### config.mk
export PLATFORM = sky130hd
export DESIGN_NAME = panda_mem_stage
export DESIGN_NICKNAME = d
export VERILOG_FILES = /design/src/rtl/panda_pkg.sv /design/src/rtl/panda_lsu.sv /design/src/rtl/panda_mem_stage.sv
export SDC_FILE = /design/constraint.sdc
export NUM_CORES = 1
export LEC_CHECK = 0
export ABC_CLOCK_PERIOD_IN_PS = 2350
export BUFFER_PORTS_ARGS = -buffer_cell sky130_fd_sc_hd__buf_2
export CAP_MARGIN = 20
export CORE_MARGIN = 5
export CORE_UTILIZATION = 46
export CTS_BUF_LIST = sky130_fd_sc_hd__clkbuf_16
export CTS_CLUSTER_DIAMETER = 150
export DETAILED_ROUTE_END_ITERATION = 10
export PLACE_DENSITY_LB_ADDON = 0.2
export SLEW_MARGIN = 20
export SYNTH_ARGS = -nofsm -noshare
export SYNTH_HDL_FRONTEND = slang
export SYNTH_SLANG_ARGS = --single-unit
export TNS_END_PERCENT = 20
### constraint.sdc
create_clock -name clk_i -period 2.35 [get_ports clk_i]
set_input_delay 0.3525 -clock clk_i [delete_from_list [all_inputs] [get_ports clk_i]]
set_output_delay 0.3525 -clock clk_i [all_outputs]
set_load 0.05 [all_outputs]
### src/rtl/panda_pkg.sv
// Shared types for the Panda pipeline: EX/MEM and MEM/WB bundles plus LSU enums.
package panda_pkg;

  typedef enum logic [1:0] {
    LSU_BYTE,
    LSU_HALF,
    LSU_WORD
  } lsu_width_e;

  typedef enum logic [1:0] {
    RD_DATA_ALU,
    RD_DATA_PC_INC,
    RD_DATA_IMM,
    RD_DATA_MEM
  } rd_data_sel_e;

  typedef enum logic [1:0] {
    LSU_IDLE,
    LSU_WAIT_GNT,
    LSU_WAIT_RVALID
  } lsu_state_e;

  typedef struct packed {
    logic [31:0]  alu_result;
    logic [31:0]  pc_inc;
    logic [31:0]  imm;
    logic [31:0]  rs2_data;
    logic [4:0]   rs2_addr;
    logic [4:0]   rd_addr;
    logic         rd_we;
    rd_data_sel_e rd_data_sel;
    logic         lsu_store;
    lsu_width_e   lsu_width;
    logic         lsu_load_unsigned;
  } ex_mem_t;

  typedef struct packed {
    logic [31:0] rd_data;
    logic [4:0]  rd_addr;
    logic        rd_we;
  } mem_wb_t;

  // Byte-lane mask of an access at lane 0; shifted by the address offset.
  function automatic logic [3:0] lane_mask(lsu_width_e w);
    case (w)
      LSU_BYTE: lane_mask = 4'b0001;
      LSU_HALF: lane_mask = 4'b0011;
      default:  lane_mask = 4'b1111;
    endcase
  endfunction

endpackage

### src/rtl/panda_lsu.sv
// Load/store unit: request FSM, lane alignment, load extension, misalignment and stall.
module panda_lsu
  import panda_pkg::*;
#(
  parameter int AddrWidth = 32,
  parameter int DataWidth = 32
) (
  input  logic                   clk_i,
  input  logic                   rst_ni,
  input  logic                   load_i,
  input  logic                   store_i,
  input  lsu_width_e             width_i,
  input  logic                   unsigned_i,
  input  logic [AddrWidth-1:0]   addr_i,
  input  logic [DataWidth-1:0]   wdata_i,
  output logic                   data_req_o,
  input  logic                   data_gnt_i,
  output logic [AddrWidth-1:0]   data_addr_o,
  output logic                   data_we_o,
  output logic [DataWidth/8-1:0] data_be_o,
  output logic [DataWidth-1:0]   data_wdata_o,
  input  logic                   data_rvalid_i,
  input  logic [DataWidth-1:0]   data_rdata_i,
  output logic [DataWidth-1:0]   load_data_o,
  output logic                   misaligned_o,
  output logic                   stall_o,
  output lsu_state_e             state_o
);
  localparam int BeWidth = DataWidth / 8;

  lsu_state_e             state_q;
  logic [AddrWidth-1:0]   addr_q;
  logic                   we_q;
  logic [BeWidth-1:0]     be_q;
  logic [DataWidth-1:0]   wdata_q;
  logic [1:0]             off;
  logic                   misaligned;
  logic                   start;
  logic [AddrWidth-1:0]   addr_new;
  logic [BeWidth-1:0]     be_new;
  logic [DataWidth-1:0]   wdata_new;
  logic [7:0]             ld_byte;
  logic [15:0]            ld_half;

  assign off      = addr_i[1:0];
  assign addr_new = {addr_i[AddrWidth-1:2], 2'b00};
  assign be_new   = BeWidth'(lane_mask(width_i)) << off;

  always_comb begin
    misaligned = 1'b0;
    wdata_new  = wdata_i;
    case (width_i)
      LSU_BYTE: wdata_new = {4{wdata_i[7:0]}};
      LSU_HALF: begin
        misaligned = off[0];
        wdata_new  = {2{wdata_i[15:0]}};
      end
      default:  misaligned = (off != 2'b00);
    endcase
  end

  // Gated by rst_ni so no request escapes while the core is held in reset.
  assign start        = rst_ni && (state_q == LSU_IDLE) && (load_i || store_i) && !misaligned;
  assign misaligned_o = rst_ni && (state_q == LSU_IDLE) && (load_i || store_i) && misaligned;

  assign data_req_o   = start || (state_q == LSU_WAIT_GNT);
  assign data_addr_o  = start ? addr_new  : addr_q;
  assign data_we_o    = start ? store_i   : we_q;
  assign data_be_o    = start ? be_new    : be_q;
  assign data_wdata_o = start ? wdata_new : wdata_q;
  assign stall_o      = start || (state_q == LSU_WAIT_GNT) ||
                        ((state_q == LSU_WAIT_RVALID) && !data_rvalid_i);
  assign state_o      = state_q;

  // EX/MEM is frozen until the rvalid edge, so the live offset still belongs to this load.
  assign ld_byte = data_rdata_i[{off, 3'b000} +: 8];
  assign ld_half = off[1] ? data_rdata_i[31:16] : data_rdata_i[15:0];

  always_comb begin
    load_data_o = data_rdata_i;
    case (width_i)
      LSU_BYTE: load_data_o = {{24{~unsigned_i & ld_byte[7]}}, ld_byte};
      LSU_HALF: load_data_o = {{16{~unsigned_i & ld_half[15]}}, ld_half};
      default:  load_data_o = data_rdata_i;
    endcase
  end

  always_ff @(posedge clk_i or negedge rst_ni) begin
    if (!rst_ni) begin
      state_q <= LSU_IDLE;
      addr_q  <= '0;
      we_q    <= 1'b0;
      be_q    <= '0;
      wdata_q <= '0;
    end else begin
      case (state_q)
        LSU_IDLE: begin
          if (start) begin
            addr_q  <= addr_new;
            we_q    <= store_i;
            be_q    <= be_new;
            wdata_q <= wdata_new;
            state_q <= data_gnt_i ? LSU_WAIT_RVALID : LSU_WAIT_GNT;
          end
        end
        LSU_WAIT_GNT:    if (data_gnt_i) state_q <= LSU_WAIT_RVALID;
        LSU_WAIT_RVALID: if (data_rvalid_i) state_q <= LSU_IDLE;
        default:         state_q <= LSU_IDLE;
      endcase
    end
  end

endmodule

### src/rtl/panda_mem_stage.sv
// Panda MEM stage: store-data forwarding, rd writeback select and the MEM/WB register.
// Handshake: a request is accepted on a cycle with data_req_o && data_gnt_i; exactly one data_rvalid_i follows, no earlier than the next cycle.
module panda_mem_stage
  import panda_pkg::*;
#(
  parameter int AddrWidth = 32,
  parameter int DataWidth = 32
) (
  input  logic                   clk_i,
  input  logic                   rst_ni,
  input  ex_mem_t                ex_mem_i,
  output mem_wb_t                mem_wb_o,
  input  logic [4:0]             wb_rd_addr_i,
  input  logic [31:0]            wb_rd_data_i,
  input  logic                   wb_rd_we_i,
  output logic                   data_req_o,
  input  logic                   data_gnt_i,
  output logic [AddrWidth-1:0]   data_addr_o,
  output logic                   data_we_o,
  output logic [DataWidth/8-1:0] data_be_o,
  output logic [DataWidth-1:0]   data_wdata_o,
  input  logic                   data_rvalid_i,
  input  logic [DataWidth-1:0]   data_rdata_i,
  output logic                   stall_o,
  output logic                   lsu_misaligned_o
);
  lsu_state_e  lsu_state;
  logic        is_load;
  logic        fwd_hit;
  logic [31:0] store_data;
  logic [31:0] load_data;
  logic [31:0] rd_data;

  assign is_load = (ex_mem_i.rd_data_sel == RD_DATA_MEM) && ex_mem_i.rd_we;

  // WB only holds a real value in the first request cycle; afterwards it carries bubbles.
  assign fwd_hit    = (lsu_state == LSU_IDLE) && wb_rd_we_i &&
                      (wb_rd_addr_i == ex_mem_i.rs2_addr) && (ex_mem_i.rs2_addr != 5'd0);
  assign store_data = fwd_hit ? wb_rd_data_i : ex_mem_i.rs2_data;

  panda_lsu #(
    .AddrWidth(AddrWidth),
    .DataWidth(DataWidth)
  ) u_lsu (
    .clk_i        (clk_i),
    .rst_ni       (rst_ni),
    .load_i       (is_load),
    .store_i      (ex_mem_i.lsu_store),
    .width_i      (ex_mem_i.lsu_width),
    .unsigned_i   (ex_mem_i.lsu_load_unsigned),
    .addr_i       (ex_mem_i.alu_result[AddrWidth-1:0]),
    .wdata_i      (store_data),
    .data_req_o   (data_req_o),
    .data_gnt_i   (data_gnt_i),
    .data_addr_o  (data_addr_o),
    .data_we_o    (data_we_o),
    .data_be_o    (data_be_o),
    .data_wdata_o (data_wdata_o),
    .data_rvalid_i(data_rvalid_i),
    .data_rdata_i (data_rdata_i),
    .load_data_o  (load_data),
    .misaligned_o (lsu_misaligned_o),
    .stall_o      (stall_o),
    .state_o      (lsu_state)
  );

  always_comb begin
    rd_data = ex_mem_i.alu_result;
    case (ex_mem_i.rd_data_sel)
      RD_DATA_PC_INC: rd_data = ex_mem_i.pc_inc;
      RD_DATA_IMM:    rd_data = ex_mem_i.imm;
      RD_DATA_MEM:    rd_data = load_data;
      default:        rd_data = ex_mem_i.alu_result;
    endcase
  end

  // Stalls, misaligned accesses and completed stores all retire as bubbles.
  always_ff @(posedge clk_i or negedge rst_ni) begin
    if (!rst_ni) begin
      mem_wb_o <= '0;
    end else if (stall_o || lsu_misaligned_o || ex_mem_i.lsu_store) begin
      mem_wb_o <= '0;
    end else begin
      mem_wb_o.rd_data <= rd_data;
      mem_wb_o.rd_addr <= ex_mem_i.rd_addr;
      mem_wb_o.rd_we   <= ex_mem_i.rd_we;
    end
  end

endmodule

==> run_results.csv <==
group,metric,value,unit
min_path,hp-class,"input pin to flop",
critical_path,cp_max_fo,6,
die,num_io_pins,329,
placed_design,portBuffers,328,
cts,cts_tree,"yes",
cts,insertion_delay,0.35,ns
drt,wl_per_cell,19.9,µm
critical_path,worstSetupPathType,"input pin to output pin",
synth,synth.yosys.seq_area_share,0.406,
critical_path,critPathTopFamily,"simple AND/OR/NAND/NOR gates",
critical_path,cp.arrival,2.25,ns
power,cellLeakagePower,5.04,nW
placed_design,dp_hpwl,19.1,mm
global_route,overflow,0,
timing,worst_slack,-0.252,ns
timing,fin_crit_sh,1.11,
cells_and_area,nNetsFinal,1341,
critical_path,cp-startpoint,"ex_mem_i[15]",
critical_path,r2r_cells,10,
power,totalPowerFinal,8.16,mW
critical_path,worstSetupEndpointType,"output pin",
synth,synth_area_per_cell,8.54,µm²
critical_path,start_kind,"input pin",
drt,via_count,7451,
critical_path,regToRegEndpoint,"u_lsu.wdata_q[20]",
synth,async_flop_share,1.00,
cells_and_area,area_delta_synth_final,52.2,%
die,start_util,0.465,
global_route,grt_pass1_wl,37.1,mm
run_status,outcome,"complete, but fails checks",
critical_path,crit_slowest_cell,"or4_4",
timing,worst_slew_pin_slew,1.00,ns
critical_path,crit_path_end,"data_wdata_o[30]",
synth,synth_top_area_share,0.406,
critical_path,worstPathCellList,"buf_6 -> or4_4 -> a21oi_4 -> nor3_4 -> buf_12 -> buf_12 -> mux2_4 -> a41oi_2 -> buf_6",
timing,period_minus_slack,2.60,ns
cts,cts_buffer_depth,2,
drt,ant_nets,0,
synth,synth_edf_count,0,
synth,synth_ff_type,"dfrtp_1",
run_status,violations,"negative setup slack",
global_route,track_usage,0.281,
global_route,met1_usage,0.333,
drt,finalWirelength,26.2,mm
power,ir_worst_vdd,0.000541,V
synth,synth_area_leaders,"dfrtp_1, nand2_1, o221ai_1, mux2i_1, mux2_2",
timing,relSlewSlack,0.329,
timing,drv_slew,0,
die,dieArea,0.0171,mm²
synth,synth_cell_type_count,43,
global_route,grt_max_degree,58,
critical_path,timing.rr.start,"u_lsu.state_o[1]",
timing,rsz0062_at_grt,"yes",
placed_design,globalplace.congestion,0.895,
cts,clock_sink_count,109,
drt,post-route-drc-count,0,
critical_path,reg2reg_slack,0.28,ns
cells_and_area,final-seq-area,0.00273,mm²
synth,yosysTopAreaCell,"dfrtp_1",
cts,cts_buffers,9,
timing,fmax,384,MHz
critical_path,crit_cells,9,
cells_and_area,multi_input_area,0.00408,mm²
synth,syn_area,0.00671,mm²
drt,dr.pass1.iters,5,
global_route,antenna_found_initial,6,
timing,holdWs,0.162,ns
cells_and_area,fill_cells,1118,
drt,avgViaCountPerCell,5.66,
critical_path,crit_buf_inv,4,
die,die_x,131,µm
cts,clk_pin_slew_worst_paths,0.08,ns
cts,root_buffer,"clkbuf_16",
timing,fin_skew,0.00650,ns
synth,synthCells,786,
global_route,grt_util_met3,0.0614,
critical_path,crit_path_max_incr_delay,0.54,ns
die,core,0.0144,mm²
global_route,top_usage_layer,"met2",
synth,synth_nets,1005,
global_route,met2_usage,0.480,
timing,setup_viol,33,
critical_path,cp.required,2.00,ns
die,core.rowCount,44,
cts,cts.htree.levels,3,
timing,hold_viol_final,0,
cells_and_area,final_layout_size_suffix_gt1_frac,0.453,
synth,ys_ff_latch,109,
flow_run,cap_viol_max_count,0,
synth,yosysWarnings,0,
global_route,grt_pass1_vias,7067,
drt,drt_iter0_markers,435,
die,die_h,131,µm
power,cellPowerDensity,799,mW/mm²
[kinds of logic (layout without fill, tap and decap cells)]
kind of cell / Yosys count / count (layout) / synth area share
muxes: 65 / 65 / 0.126
DFF: 109 / 109 / 0.406
and+or+nand+nor: 364 / 364 / 0.228
buffers and inverters: 78 / 419 / 0.0511
xor gates and xnor gates: 4 / 4 / 0.00522
other: 0 / 6 / 0
AOI/OAI and AO/OA: 166 / 166 / 0.183
[layer usage]
| layer | wire [µm] | share of wire | vias up |
|---|---|---|---|
| met1 | 9680 | 0.37 | 3574 |
| met5 | 0 | 0 | - |
| met4 | 1070 | 0.041 | 0 |
| met3 | 2090 | 0.080 | 68 |
| li1 | - | - | 3468 |
| met2 | 13400 | 0.51 | 341 |
[worst min path at each step]
| stage | slack (ns) | cells past startpoint | endpoint | start |
|---|---|---|---|---|
| 4_1_cts | 0.16 | 2 | u_lsu.state_o[0] | data_gnt_i |
| 6_report | 0.16 | 2 | u_lsu.state_o[0] | data_gnt_i |
| 2_1_floorplan | 0.06 | 0 | mem_wb_o[0] | rst_ni |
| 3_5_place_dp | 0.46 | 2 | u_lsu.addr_q[5] | u_lsu.addr_q[5] |
| 5_1_grt | 0.16 | 2 | u_lsu.state_o[0] | data_gnt_i |
| 3_3_place_gp | 0.45 | 2 | u_lsu.addr_q[8] | u_lsu.addr_q[8] |
[through the flow]
| stage | util | setup slack, ns | area [µm²] | cells | setup TNS, ns |
|---|---|---|---|---|---|
| after global placement | 0.623 | -0.292 | 8980 | 1287 | -6.65 |
| final | 0.708 | -0.252 | 10200 | 1317 | -6.31 |
| after detailed placement | 0.623 | -0.285 | 8980 | 1287 | -6.26 |
| after floorplan | - | -0.399 | 6800 | 786 | -8.15 |
| after CTS | 0.681 | -0.257 | 9820 | 1305 | -5.95 |
| after global routing | 0.708 | -0.325 | 10200 | 1317 | -9.08 |
[where the power goes]
group	internal [mW]	switching (mW)
Sequential	2.27	0.114
Clock	0.834	0.731
Combinational	1.48	2.73
[synth_stat cells (20+ instances only)]
cell type    n
nor3_1      22
nand2_1    226
nor2_1      59
mux2i_1     27
nand2b_1    21
o21ai_0     20
mux2_2      24
o221ai_1    36
clkbuf_1    40
dfrtp_1    109
[registers in the layout, summed over array words and instances (netlist names)]
name and cells:
u_lsu.wdata_q 32, u_lsu.we_q 1, u_lsu.be_q 4, u_lsu.state_o 2, u_lsu.addr_q 32, mem_wb_o 38
[layout make-up]
cell class,count,share of cell area
timing repair buffer,388,0.274
multi-input combinational,599,0.400
inverter,15,0.00551
antenna,6,0.00147
clock inverter,7,0.00735
tap,184,0.0225
sequential,109,0.267
clock buffer,9,0.0220
[worst register-to-register path, delay by kind of cell (launching register included)]
family	cells	cell delay, ns
mux	1	0.33
buf+inv	5	0.69
compound gates	1	0.11
simple gates	3	0.42
flops	1	0.40
[cells in the final DEF (no fill, tap or decap), drive strengths merged, types with 10 or more instances in the layout]
| cell type | synthesis | layout |
|---|---|---|
| dfrtp | 109 | 109 |
| mux4 | 10 | 10 |
| nand2 | 226 | 226 |
| o21ai | 20 | 20 |
| nor3 | 22 | 22 |
| nor2b | 16 | 16 |
| a31oi | 16 | 16 |
| a41oi | 16 | 16 |
| mux2i | 30 | 30 |
| o22ai | 13 | 13 |
| a211oi | 13 | 13 |
| inv | 15 | 17 |
| o221ai | 36 | 36 |
| buf | 23 | 386 |
| a2bb2oi | 16 | 16 |
| mux2 | 25 | 25 |
| clkbuf | 40 | 11 |
| nor2 | 59 | 59 |
| nand2b | 21 | 21 |
| a21oi | 16 | 16 |
[what timing repair did]
action                                  in CTS  in global routing
pin swaps                                   13                  3
endpoints found under the hold margin        0                  0
cloned                                       1                  2
resized for setup                          140                 74
endpoints found under the setup margin      70                 71
buffers inserted                             3                  5
hold buffers                                 0                  0
Note: power is estimated with default switching activity, not from simulation.
